[src/rtl/axis_bram_master.sv]
// Streams one FFT frame from a result BRAM onto an AXI4-Stream master port.
// A 2-entry buffer hides the 1-cycle BRAM read latency and absorbs backpressure.
module axis_bram_master #(
    parameter int DATA_WIDTH = 64,
    parameter int FFT_SIZE   = 4096,
    parameter int ADDR_WIDTH = $clog2(FFT_SIZE),
    parameter int BYTE_COUNT = DATA_WIDTH / 8
) (
    input  logic                  clk,
    input  logic                  reset,
    input  logic                  axis_bram_master_go,
    output logic                  axis_bram_master_busy,
    output logic [ADDR_WIDTH-1:0] axis_mem2m_raddr,
    output logic                  axis_mem2m_re,
    input  logic [DATA_WIDTH-1:0] axis_mem2m_rdata,
    output logic                  m_axis_tvalid,
    input  logic                  m_axis_tready,
    output logic [DATA_WIDTH-1:0] m_axis_tdata,
    output logic                  m_axis_tlast,
    output logic [BYTE_COUNT-1:0] m_axis_tkeep
);

    typedef enum logic {
        IDLE = 1'b0,
        READ = 1'b1
    } state_t;

    localparam logic [ADDR_WIDTH:0]   FRAME_END = (ADDR_WIDTH + 1)'(FFT_SIZE);
    localparam logic [ADDR_WIDTH-1:0] LAST_BEAT = ADDR_WIDTH'(FFT_SIZE - 1);

    state_t                  state_q;
    state_t                  state_d;
    logic [ADDR_WIDTH:0]     raddr_q;
    logic [ADDR_WIDTH-1:0]   beat_q;
    logic                    inflight_q;
    logic [DATA_WIDTH-1:0]   fifo_mem_q [2];
    logic                    wr_ptr_q;
    logic                    rd_ptr_q;
    logic [1:0]              fifo_count_q;
    logic                    pop_s;
    logic                    re_s;
    logic [2:0]              occupancy_s;

    assign pop_s                 = m_axis_tvalid & m_axis_tready;
    assign m_axis_tvalid         = (fifo_count_q != 2'd0);
    assign m_axis_tdata          = fifo_mem_q[rd_ptr_q];
    assign m_axis_tlast          = m_axis_tvalid && (beat_q == LAST_BEAT);
    assign m_axis_tkeep          = {BYTE_COUNT{1'b1}};
    assign axis_bram_master_busy = (state_q != IDLE);
    assign axis_mem2m_raddr      = raddr_q[ADDR_WIDTH-1:0];
    assign axis_mem2m_re         = re_s;

    // Read credit: words buffered plus the one in flight, net of this cycle's pop, must stay below 2.
    always_comb begin
        occupancy_s = {1'b0, fifo_count_q} + {2'b00, inflight_q} - {2'b00, pop_s};
        re_s        = (state_q == READ) && (raddr_q < FRAME_END) && (occupancy_s < 3'd2);
    end

    // Next-state logic: leave READ only when the final beat is accepted.
    always_comb begin
        state_d = state_q;
        case (state_q)
            IDLE: begin
                if (axis_bram_master_go) begin
                    state_d = READ;
                end else begin
                    state_d = IDLE;
                end
            end
            READ: begin
                if (pop_s && m_axis_tlast) begin
                    state_d = IDLE;
                end else begin
                    state_d = READ;
                end
            end
            default: state_d = IDLE;
        endcase
    end

    // State register.
    always_ff @(posedge clk or posedge reset) begin
        if (reset) begin
            state_q <= IDLE;
        end else begin
            state_q <= state_d;
        end
    end

    // Address/beat counters, read-latency tracker and the 2-entry output buffer.
    always_ff @(posedge clk or posedge reset) begin
        if (reset) begin
            raddr_q       <= {(ADDR_WIDTH + 1){1'b0}};
            beat_q        <= {ADDR_WIDTH{1'b0}};
            inflight_q    <= 1'b0;
            wr_ptr_q      <= 1'b0;
            rd_ptr_q      <= 1'b0;
            fifo_count_q  <= 2'd0;
            fifo_mem_q[0] <= {DATA_WIDTH{1'b0}};
            fifo_mem_q[1] <= {DATA_WIDTH{1'b0}};
        end else if (state_q == IDLE) begin
            raddr_q      <= {(ADDR_WIDTH + 1){1'b0}};
            beat_q       <= {ADDR_WIDTH{1'b0}};
            inflight_q   <= 1'b0;
            wr_ptr_q     <= 1'b0;
            rd_ptr_q     <= 1'b0;
            fifo_count_q <= 2'd0;
        end else begin
            inflight_q <= re_s;
            if (re_s) begin
                raddr_q <= raddr_q + {{ADDR_WIDTH{1'b0}}, 1'b1};
            end
            if (pop_s) begin
                beat_q   <= beat_q + {{(ADDR_WIDTH - 1){1'b0}}, 1'b1};
                rd_ptr_q <= ~rd_ptr_q;
            end
            if (inflight_q) begin
                fifo_mem_q[wr_ptr_q] <= axis_mem2m_rdata;
                wr_ptr_q             <= ~wr_ptr_q;
            end
            case ({inflight_q, pop_s})
                2'b10:   fifo_count_q <= fifo_count_q + 2'd1;
                2'b01:   fifo_count_q <= fifo_count_q - 2'd1;
                default: fifo_count_q <= fifo_count_q;
            endcase
        end
    end

endmodule

[config.mk]
export PLATFORM = sky130hd
export DESIGN_NAME = axis_bram_master
export DESIGN_NICKNAME = d
export VERILOG_FILES = /design/src/rtl/axis_bram_master.sv
export SDC_FILE = /design/constraint.sdc
export NUM_CORES = 1
export LEC_CHECK = 0
export CAP_MARGIN = 40
export CORE_ASPECT_RATIO = 0.9
export CORE_MARGIN = 1.5
export CORE_UTILIZATION = 55
export CTS_CLUSTER_SIZE = 8
export DETAILED_ROUTE_END_ITERATION = 8
export GPL_TIMING_DRIVEN = 0
export PLACE_DENSITY = 0.9
export SYNTH_ARGS = -nofsm -noshare
export SYNTH_HDL_FRONTEND = slang
export SYNTH_SLANG_ARGS = --single-unit
[constraint.sdc]
create_clock -name clk -period 7.7 [get_ports clk]
set_input_delay 1.155 -clock clk [delete_from_list [all_inputs] [get_ports clk]]
set_output_delay 1.155 -clock clk [all_outputs]
set_load 0.01 [all_outputs]
; Word level (Yosys, flattened, before mapping)
; Cells that the tools add are included.
[op_classes]
bitwise = 6
div = 0
n_eq_ne = 7
multipliers = 0
reduce_logical = 7
n_lt_le_gt_ge = 5
n_mux = 20
n_shift = 0
n_addsub = 6
[op_table]
columns = operator, n
row1 = 64-bit two-way mux, 4
row2 = 128-bit bitwise mux, 1
row3 = 64-bit demux with 1-bit select, 1
row4 = 13-bit two-way mux, 2
row5 = 12-bit two-way mux, 2
row6 = 13-bit by 1-bit adder with 13-bit output (second input constant), 1
row7 = 13-bit < comparator (second input constant), 1
row8 = 12-bit by 1-bit adder with 12-bit output (second input constant), 1
row9 = 12-bit equality test (second input constant), 1
row10 = 1-bit two-way mux, 7
row11 = 1-bit logical AND, 5
row12 = 2-bit >= comparator (second input constant), 2
row13 = 2-bit by 1-bit inequality test with 1-bit output (second input constant), 2
row14 = 1-bit inverter with 2-bit output, 2
row15 = 2-bit one-hot mux with 2 select lines, 1
row16 = 2-bit by 1-bit adder with 3-bit output, 1
row17 = 3-bit by 2-bit < comparator with 1-bit output (second input constant), 1
row18 = 3-bit by 1-bit inequality test with 1-bit output (second input constant), 1
row19 = 1-bit inverter, 3
row20 = 3-bit by 1-bit subtractor with 3-bit output, 1
row21 = 2-bit by 1-bit adder with 2-bit output (second input constant), 1
row22 = 2-bit by 1-bit equality test with 1-bit output (second input constant), 1
row23 = 2-bit equality test (second input constant), 1
row24 = 2-bit by 1-bit < comparator with 1-bit output (second input constant), 1
row25 = other kinds (7), 7
[totals]
regBits = 159
mem_count = 0
output_inout_bits = 88
romBits = 0
wordCells = 60
latch_bits = 0
mem_bits_rw = 0

; Depth between registers and ports, before layout
; Gate-level depths: netlist (run 1).
[depth]
ltp_word = 7
mapped_depth = 10

; Least setup slack after synthesis (run 1)
; No wires, ideal clock.
[synth_timing]
path_type = input -> output
startpoint = input m_axis_tready
endpoint = output axis_mem2m_re
arrival_time_ns = 2.453
path_slack_ns = 4.092
required_ns = 6.545
cell_stages = 7
path_cell_list = nand2_1 -> mux2i_1 -> nand2_1 -> fa_1 -> and3b_2 -> and2_1 -> buf_2
[synth_between]
elab_chain_len = 4
[synth_lines]
columns = element, line_no
row1 = "start, declared", 17  ; input logic m_axis_tready,
row2 = 1-bit AND, 44  ; assign pop_s = m_axis_tvalid & m_axis_tready;
row3 = 3-bit by 1-bit subtractor with 3-bit output, 55  ; occupancy_s = {1'b0, fifo_count_q} + {2'b00, inflight_q} - {2'b00, pop_s};
row4 = 3-bit by 2-bit < comparator with 1-bit output, 56  ; re_s = (state_q == READ) && (raddr_q < FRAME_END) && (occupancy_s < 3'd2);
row5 = 1-bit logical AND, 56
row6 = "end, declared", 14  ; output logic axis_mem2m_re,
; Every way passes these cells.

; Final worst setup path (run 1)
; Ends and elaborated chain as after synthesis.

==> impl_metrics.py, run 1 <==
metrics = {
    "finish": {
        "fillers": 781,
        "antenna_cells": 0,
        "drive_gt1_share_pct": 38.0,
        "final_nets": 771,
        "flow.area_growth_from_synthesis_pct": 32.5,
    },
    "critical_path": {
        "cp_data_arrival_time_ns": 3.72,
        "endpoint_kind": "primary output",
        "startpoint": "m_axis_tready",
        "regToRegSetupSlack_ns": 5.23,
        "cp-start-kind": "input pin",
        "r2r_end": "raddr_q[10]",
        "crit_chain": "clkdlybuf4s50_1 -> nand2_1 -> mux2i_1 -> nand2_1 -> fa_1 -> and3b_2 -> and2_1 -> buf_2 -> clkdlybuf4s50_1",
        "critical_path_required_ns": 6.55,
        "reg2reg_depth": 9,
        "cp_max_fo": 6,
        "crit_type": "in -> out",
        "reg2reg_from": "fifo_count_q[1]",
        "max_stage_delay_ns": 0.57,
        "cpMaxStageDelayCell": "clkdlybuf4s50_1",
    },
    "cts": {
        "numClockSinks": 159,
        "path_clk_slew_ns": 0.06,
        "root_buffer": "clkbuf_16",
        "cts_tree": "yes",
        "post-cts-setup-buffers": 0,
        "cts_buffers": 17,
        "htreeDepth": 4,
        "worstSkewPairLatency_ns": 0.42,
        "cts_resized": 0,
        "cts_hold_buf": 0,
        "clock_path_buffers": 2,
    },
    "floorplan": {
        "io_pins": 156,
        "core_um2": 12700,
        "die_area_um2": 13800,
        "die_w_um": 124,
        "start_util_pct": 56.7,
        "rows": 39,
        "die_y_um": 112,
    },
    "routing": {
        "vias_per_cell": 5.34,
        "wl_per_cell_um": 17.1,
        "drt_first_iter_violations": 193,
        "vias": 4686,
        "dr.pass1.iters": 5,
        "finalWirelength_um": 15000,
        "antenna_left": 0,
        "drc": 0,
    },
    "logic_synthesis": {
        "yosys_warnings": 0,
        "syn_avg_cell_area_um2": 13.7,
        "synth_top_area_cell": "dfrtp_1",
        "seq_area_frac_synth_pct": 55.1,
        "syn_inst": 526,
        "synth.distinct_cells": 36,
        "ys.flop_type": "dfrtp_1",
        "syn-cell-area_um2": 7220,
        "synth_edf_count": 0,
        "synth_top_cell_area_share_pct": 55.1,
        "synth_async_sr_flop_share_pct": 100,
        "ys_seq_elements": 159,
        "synth_area_leaders": "dfrtp_1, mux2_2, buf_4",
    },
    "power": {
        "ir_drop_mv": 0.262,
        "cellLeakagePower_uw": 0.00401,
        "power_density_nw_per_um2": 459,
    },
    "grt": {
        "grt_max_degree": 82,
        "first_global_vias": 4975,
        "grt_overflow": 0,
        "grt_first_pass_wirelength_um": 24100,
        "grt.total_usage_pct": 22.6,
        "antenna_found_initial": 0,
    },
    "placed_design": {
        "gp_congestion": 0.832,
        "io_buffer_count": 147,
        "hpwl_um": 10200,
        "post-place-ws_ns": 2.85,
    },
    "worst_hold_path": {
        "hp-class": "reg -> reg",
        "holdPathEnd": "fifo_mem_q[73]",
        "worstHoldPathCells": 1,
        "worstHoldStart": "fifo_mem_q[73]",
    },
    "timing": {
        "max_slew_margin_pct": 51.9,
        "period_share_pct": 63.4,
        "tightest_slew_ns": 0.722,
        "max_freq_mhz": 205,
        "hold_viol": 0,
        "tns_ns": 0,
        "period_needed_ns": 4.88,
        "fin_ws_ns": 2.82,
        "skew_ns": 0.00855,
        "maxSlewViolCount": 0,
        "rsz0062_at_grt": "false",
        "finalSetupViolations": 0,
    },
    "run": {
        "maxCapViolCount": 0,
    },
    "outcome": {
        "status": "finished, final reports clean",
    },
}
critical path, delay by kind of cell:
family | cells | cell delay (ns)
AND/OR/NAND/NOR | 4 | 0.63
adder cells (fa/ha/maj) | 1 | 0.49
multiplexers | 1 | 0.18
buffers and inverters | 3 | 1.28
area by class of cell:
class	count	area [um^2]	share of cell area, %
Multi-Input combinational cell	322	2970	31.1
Buffer	46	277	2.89
Clock inverter	10	135	1.41
Clock buffer	22	474	4.96
Sequential cell	159	3980	41.6
Timing Repair Buffer	148	1500	15.7
Inverter	6	27.5	0.288
Tap cell	164	205	2.14
power by group:
part	internal (uW)	switching (uW)	leakage [uW]
Clock	534	324	0.000288
Combinational	1280	813	0.00183
Sequential	1240	211	0.00189
Total	3050	1350	0.00401
per-layer routing:
| metal | GRT usage (%) | share of wire (%) | up-vias |
|---|---|---|---|
| met5 | 0 | 0 | - |
| met4 | 7.89 | 1.5 | 0 |
| met3 | 4.61 | 4.4 | 19 |
| met2 | 38.7 | 51 | 112 |
| met1 | 28.4 | 43 | 2356 |
| li1 | - | - | 2199 |
metrics by stage:
| step | area [um^2] | hold WS (ns) | utilization (%) | total power [uW] | cells |
|---|---|---|---|---|---|
| global placement | 8930 | 0.476 | 70.1 | 3460 | 844 |
| detailed placement | 8960 | 0.488 | 70.4 | 3560 | 845 |
| global route | 9570 | 0.511 | 75.1 | 4650 | 877 |
| floorplan | 7250 | 0.456 | - | 2690 | 533 |
| finish | 9570 | 0.499 | 75.1 | 4400 | 877 |
| CTS | 9570 | 0.502 | 75.1 | 4440 | 877 |
registers in the layout (all words and copies together) (netlist names):
register	cells
fifo_count_q	2
rd_ptr_q	1
wr_ptr_q	1
inflight_q	1
fifo_mem_q	128
raddr_q	13
beat_q	12
axis_bram_master_busy	1
placed cells by master, fill, tap and decap left out, types with 3 or more instances in the layout:
| cell type | count |
|---|---|
| nor3_1 | 6 |
| xor2_1 | 4 |
| dfrtp_1 | 159 |
| clkbuf_1 | 7 |
| mux2i_1 | 6 |
| clkinvlp_4 | 4 |
| xnor2_1 | 7 |
| bufinv_16 | 3 |
| nand4_1 | 5 |
| clkdlybuf4s50_1 | 147 |
| o21ai_0 | 9 |
| a21oi_1 | 8 |
| clkbuf_8 | 3 |
| nand2_1 | 18 |
| nor4_1 | 4 |
| conb_1 | 8 |
| mux2_2 | 192 |
| or3_1 | 6 |
| clkbuf_16 | 17 |
| buf_4 | 21 |
| buf_2 | 20 |
| clkinv_2 | 3 |
| inv_1 | 5 |
| nor2_1 | 16 |
| nand3_1 | 9 |
cells in the mapped netlist (4+ instances only):
library cell and n:
clkbuf_1 5, xnor2_1 7, nor3_1 6, nand3_1 9
mux2_2 192, mux2i_1 6, nand4_1 5, nand2_1 18
buf_2 20, nor2_1 16, buf_4 21, a21oi_1 8
nor4_1 4, dfrtp_1 159, xor2_1 4, or3_1 6
o21ai_0 9, inv_1 6
how the worst max path moves through the flow:
stage / endpoint / cells past startpoint / slack [ns]
after detailed placement: axis_mem2m_re / 9 / 2.85
after CTS: axis_mem2m_re / 9 / 2.83
after global placement: fifo_mem_q[51] / 2 / 0.54
after global routing: axis_mem2m_re / 9 / 2.70
final: axis_mem2m_re / 9 / 2.82
after floorplan: axis_bram_master_busy / 1 / 2.25
kinds of logic (layout without fill, tap and decap cells):
family	count (synthesis)	count (layout)	synth area share (%)
xor gates and xnor gates	12	12	1.71
buffers and inverters	52	232	4.14
other	1	8	0.0519
DFF	159	159	55.1
AOI/OAI and AO/OA	24	24	1.92
muxes	198	198	30.8
and+or+nand+nor	77	77	5.72
adders and majority gates	3	3	0.623
Note: power is estimated with default switching activity, not from simulation.
==> inputs of run 2 (changes only) <==
--- a/config.mk
+++ b/config.mk
@@ -8,11 +8,11 @@
 export CAP_MARGIN = 40
 export CORE_ASPECT_RATIO = 0.9
 export CORE_MARGIN = 1.5
-export CORE_UTILIZATION = 55
+export CORE_UTILIZATION = 51
 export CTS_CLUSTER_SIZE = 8
 export DETAILED_ROUTE_END_ITERATION = 8
 export GPL_TIMING_DRIVEN = 0
-export PLACE_DENSITY = 0.9
+export PLACE_DENSITY = 0.84
 export SYNTH_ARGS = -nofsm -noshare
 export SYNTH_HDL_FRONTEND = slang
 export SYNTH_SLANG_ARGS = --single-unit
==> constraint.sdc (replaced) <==
create_clock -name clk -period 4.85 [get_ports clk]
set_input_delay 0.7275 -clock clk [delete_from_list [all_inputs] [get_ports clk]]
set_output_delay 0.7275 -clock clk [all_outputs]
set_load 0.01 [all_outputs]
==> impl_metrics.py, run 2 (same netlist as run 1, synthesis figures left out) <==
metrics = {
    "outcome": {
        "status": "finished, final reports clean",
    },
    "cts": {
        "post-cts-setup-buffers": 0,
        "cts_resized": 0,
        "worstSkewPairLatency_ns": 0.42,
        "cts_buffers": 17,
        "htreeDepth": 4,
        "clock_path_buffers": 2,
        "root_buffer": "clkbuf_16",
        "path_clk_slew_ns": 0.06,
        "numClockSinks": 159,
        "cts_tree": "yes",
        "cts_hold_buf": 0,
    },
    "routing": {
        "drt_first_iter_violations": 241,
        "wl_met1_um": 6740,
        "route.met2.wl_um": 7970,
        "dr.pass1.iters": 5,
        "vias": 4788,
        "vias_per_cell": 5.27,
        "wl_met3_um": 797,
        "finalWirelength_um": 15700,
        "drc": 0,
        "antenna_left": 0,
        "wl_per_cell_um": 17.3,
        "highest_layer": "met4",
    },
    "critical_path": {
        "regToRegSetupSlack_ns": 2.34,
        "endpoint_kind": "primary output",
        "critical_path_required_ns": 4.12,
        "max_stage_delay_ns": 0.59,
        "cpMaxStageDelayCell": "clkdlybuf4s50_1",
        "reg2reg_depth": 9,
        "crit_type": "in -> out",
        "cp-start-kind": "input pin",
        "cp_data_arrival_time_ns": 3.36,
        "crit_chain": "clkdlybuf4s50_1 -> nand2_1 -> mux2i_1 -> nand2_1 -> fa_1 -> xnor2_4 -> and2_1 -> buf_2 -> clkdlybuf4s50_1",
        "cp_max_fo": 6,
    },
    "placed_design": {
        "gp_congestion": 0.848,
        "post-place-ws_ns": 0.817,
        "io_buffer_count": 147,
        "placedInstanceArea_um2": 9050,
        "hpwl_um": 10700,
    },
    "timing": {
        "skew_ns": 0.00779,
        "rsz0062_at_grt": "false",
        "period_share_pct": 84.3,
        "maxSlewViolCount": 0,
        "tns_ns": 0,
        "finalSetupViolations": 0,
        "hold_viol": 0,
        "max_freq_mhz": 245,
        "fin_ws_ns": 0.763,
        "period_needed_ns": 4.09,
        "max_slew_margin_pct": 60.8,
        "tightest_slew_ns": 0.588,
    },
    "power": {
        "power_density_nw_per_um2": 719,
        "ir_drop_mv": 0.408,
        "finalPower_uw": 6900,
        "cellLeakagePower_uw": 0.00401,
    },
    "floorplan": {
        "die_w_um": 128,
        "rows": 41,
        "die_area_um2": 14900,
        "core_um2": 13900,
        "die_y_um": 116,
        "start_util_pct": 52.0,
        "io_pins": 156,
    },
    "finish": {
        "final_cell_area_um2": 9600,
        "reg_top3": "fifo_mem_q x128, raddr_q x13, beat_q x12",
        "final_cell_mix": "mux2_2, dfrtp_1, clkdlybuf4s50_1",
        "drive_gt1_share_pct": 37.8,
        "seqCellArea_um2": 3980,
        "antenna_cells": 0,
        "multi_input_area_um2": 2970,
        "largest_reg_flops": 128,
        "top_register": "fifo_mem_q",
        "flow.area_growth_from_synthesis_pct": 32.9,
        "final_nets": 774,
        "fillers": 964,
        "layout_commonest_cell": "mux2_2",
    },
    "grt": {
        "grt_max_degree": 43,
        "first_global_vias": 5013,
        "antenna_found_initial": 0,
        "grt.total_usage_pct": 21.9,
        "grt_first_pass_wirelength_um": 24900,
        "grt_overflow": 0,
    },
    "worst_hold_path": {
        "hp-class": "reg -> reg",
        "worstHoldPathCells": 1,
    },
    "run": {
        "maxCapViolCount": 0,
    },
}
[run 2: power by group]
part / switching (uW) / internal [uW] / total, uW
Combinational: 1320 / 2030 / 3350
Sequential: 339 / 1960 / 2300
Clock: 494 / 756 / 1250
[run 2: critical path, delay by kind of cell]
family	cells	cell delay [ns]
adder cells (fa/ha/maj)	1	0.47
XOR/XNOR	1	0.27
multiplexers	1	0.20
buffers and inverters	3	1.30
AND/OR/NAND/NOR	3	0.39
[run 2: cell type report]
class | instances | share of cell area, %
multi-input combinational | 322 | 31.0
inverter | 6 | 0.274
buffer | 46 | 2.88
clock inverter | 5 | 0.573
tap | 193 | 2.51
timing repair buffer | 151 | 16.2
sequential | 159 | 41.4
clock buffer | 26 | 5.20
[run 2: worst paths after layout]
check,startpoint,endpoint
max,m_axis_tready,axis_mem2m_re
min,fifo_mem_q[71],fifo_mem_q[71]
max reg2reg,fifo_count_q[1],raddr_q[10]
min reg2reg,fifo_mem_q[71],fifo_mem_q[71]
max in group asynchronous,reset,fifo_mem_q[98]
min in group asynchronous,reset,fifo_mem_q[22]
[run 2: metal layers]
layer | GRT usage [%] | vias up
met2 | 38.2 | 126
met5 | 0 | -
met4 | 7.79 | 0
li1 | - | 2195
met1 | 26.9 | 2451
met3 | 5.08 | 16
[run 2: through the flow]
stage	cells	hold WS (ns)	utilization [%]
3_5_place_dp	877	0.487	65.1
4_1_cts	908	0.501	69.1
2_1_floorplan	533	0.456	-
5_1_grt	908	0.508	69.1
3_3_place_gp	873	0.479	64.5
6_report	908	0.498	69.1
==> inputs of run 3 (changes only) <==
--- a/config.mk
+++ b/config.mk
@@ -8,11 +8,11 @@
 export CAP_MARGIN = 40
 export CORE_ASPECT_RATIO = 0.9
 export CORE_MARGIN = 1.5
-export CORE_UTILIZATION = 51
+export CORE_UTILIZATION = 46
 export CTS_CLUSTER_SIZE = 8
 export DETAILED_ROUTE_END_ITERATION = 8
 export GPL_TIMING_DRIVEN = 0
-export PLACE_DENSITY = 0.84
+export PLACE_DENSITY = 0.8
 export SYNTH_ARGS = -nofsm -noshare
 export SYNTH_HDL_FRONTEND = slang
 export SYNTH_SLANG_ARGS = --single-unit
==> constraint.sdc (replaced) <==
create_clock -name clk -period 3.37 [get_ports clk]
set_input_delay 0.5055 -clock clk [delete_from_list [all_inputs] [get_ports clk]]
set_output_delay 0.5055 -clock clk [all_outputs]
set_load 0.01 [all_outputs]
==> impl_metrics.py, run 3 (same netlist as run 1, synthesis figures left out) <==
metrics = {
    "outcome": {
        "status": "finished, final reports clean",
    },
    "timing": {
        "period_needed_ns": 3.04,
        "skew_ns": 0.0176,
        "max_freq_mhz": 329,
        "max_slew_margin_pct": 54.0,
        "period_share_pct": 90.2,
        "fin_hold_ws_ns": 0.499,
        "tightest_slew_ns": 0.689,
        "finalSetupViolations": 0,
        "tns_ns": 0,
        "rsz0062_at_grt": "false",
        "hold_viol": 0,
        "maxSlewViolCount": 0,
    },
    "finish": {
        "largest_reg_flops": 128,
        "drive_gt1_share_pct": 38.5,
        "flow.area_growth_from_synthesis_pct": 34.6,
        "top_register": "fifo_mem_q",
        "antenna_cells": 0,
        "layout_commonest_cell": "mux2_2",
        "final_nets": 777,
        "reg_top3": "fifo_mem_q x128, raddr_q x13, beat_q x12",
        "final_cell_area_um2": 9720,
        "final_cell_mix": "mux2_2, dfrtp_1, clkdlybuf4s50_1",
    },
    "floorplan": {
        "die_area_um2": 16500,
        "core_um2": 15400,
        "io_pins": 156,
        "start_util_pct": 47.0,
        "rows": 43,
        "die_y_um": 122,
        "die_w_um": 135,
    },
    "critical_path": {
        "regToRegSetupSlack_ns": 0.82,
        "cp-start-kind": "flip-flop",
        "cp_max_fo": 10,
        "endpoint_kind": "primary output",
        "cp_data_arrival_time_ns": 2.53,
        "critical_path_required_ns": 2.86,
        "crit_type": "reg -> out",
    },
    "routing": {
        "vias_per_cell": 5.19,
        "drt_first_iter_violations": 137,
        "antenna_left": 0,
        "vias": 4783,
        "finalWirelength_um": 15700,
        "wl_per_cell_um": 17.1,
        "drc": 0,
        "dr.pass1.iters": 4,
    },
    "placed_design": {
        "io_buffer_count": 147,
        "placedInstanceArea_um2": 9070,
        "gp_congestion": 0.782,
        "hpwl_um": 11000,
    },
    "grt": {
        "antenna_found_initial": 0,
        "grt.total_usage_pct": 19.9,
        "grt_overflow": 0,
        "first_global_vias": 5092,
        "grt_max_degree": 39,
        "grt_first_pass_wirelength_um": 25100,
    },
    "cts": {
        "path_clk_slew_ns": 0.06,
        "cts_hold_buf": 0,
        "clock_path_buffers": 2,
        "htreeDepth": 4,
        "numClockSinks": 159,
        "root_buffer": "clkbuf_16",
        "worstSkewPairLatency_ns": 0.43,
        "cts_buffers": 17,
        "cts_tree": "yes",
    },
    "power": {
        "power_density_nw_per_um2": 1050,
        "finalPower_uw": 10200,
        "ir_drop_mv": 0.620,
        "cellLeakagePower_uw": 0.00407,
    },
    "run": {
        "maxCapViolCount": 0,
    },
    "worst_hold_path": {
        "hp-class": "reg -> reg",
    },
}
-- run 3: cell count changes in the layout (fill, tap and decap cells not counted), sizes merged --
| cell | before | now |
|---|---|---|
| clkdlybuf4s50 | 147 | 145 |
| clkbuf | 31 | 25 |
| inv | 5 | 9 |
| dlymetal6s2s | 0 | 1 |
| bufinv | 1 | 4 |
| buf | 45 | 48 |
| dlygate4sd2 | 0 | 1 |
-- run 3: final timing paths --
path | start | endpoint | cells past startpoint
worst max register to register | fifo_count_q[1] | raddr_q[10] | 10
max in group asynchronous | reset | fifo_mem_q[114] | 5
min in group asynchronous | reset | fifo_mem_q[27] | 2
worst min register to register | fifo_mem_q[70] | fifo_mem_q[70] | 1
worst max-delay path | rd_ptr_q | m_axis_tdata[40] | 4
worst min-delay path | fifo_mem_q[70] | fifo_mem_q[70] | 1
-- run 3: critical path: stages, from the launching register on --
cell and delay [ns]:
dfrtp_1 0.34, clkbuf_1 0.50, buf_2 0.39, mux2_2 0.37, clkdlybuf4s50_1 0.50
-- run 3: area by class of cell --
type / instances / area, um^2
buffer: 46 / 280
clock buffer: 20 / 447
clock inverter: 12 / 180
fill: 1168 / 5670
inverter: 6 / 26.3
multi-input combinational: 322 / 2970
sequential: 159 / 3980
tap: 202 / 253
timing repair buffer: 154 / 1580
-- run 3: power breakdown --
part | internal, uW | switching, uW | total (uW)
sequential | 2820 | 482 | 3310
clock | 1270 | 781 | 2050
combinational | 2950 | 1900 | 4860
total | 7040 | 3170 | 10200
-- run 3: metal layers --
metal  wire length [um]  track usage, %
met1               6830            24.5
met2               7930            34.2
met3                769            5.37
met4                197            6.32
met5                  0               0
-- run 3: timing repair --
item / CTS / global route
resized for setup: 2 / 1
pin swaps: 1 / 0
gates cloned: 0 / 0
buffers inserted: 3 / 0
setup endpoints to repair: 1 / 1
-- run 3: metrics by stage --
stage               cells  worst slack (ns)  util, %
floorplan             533             0.850        -
global placement      882            -0.321     58.4
detailed placement    886            -0.207     58.9
CTS                   921            0.0108     63.2
global route          921             0.206     63.2
finish                921             0.331     63.2
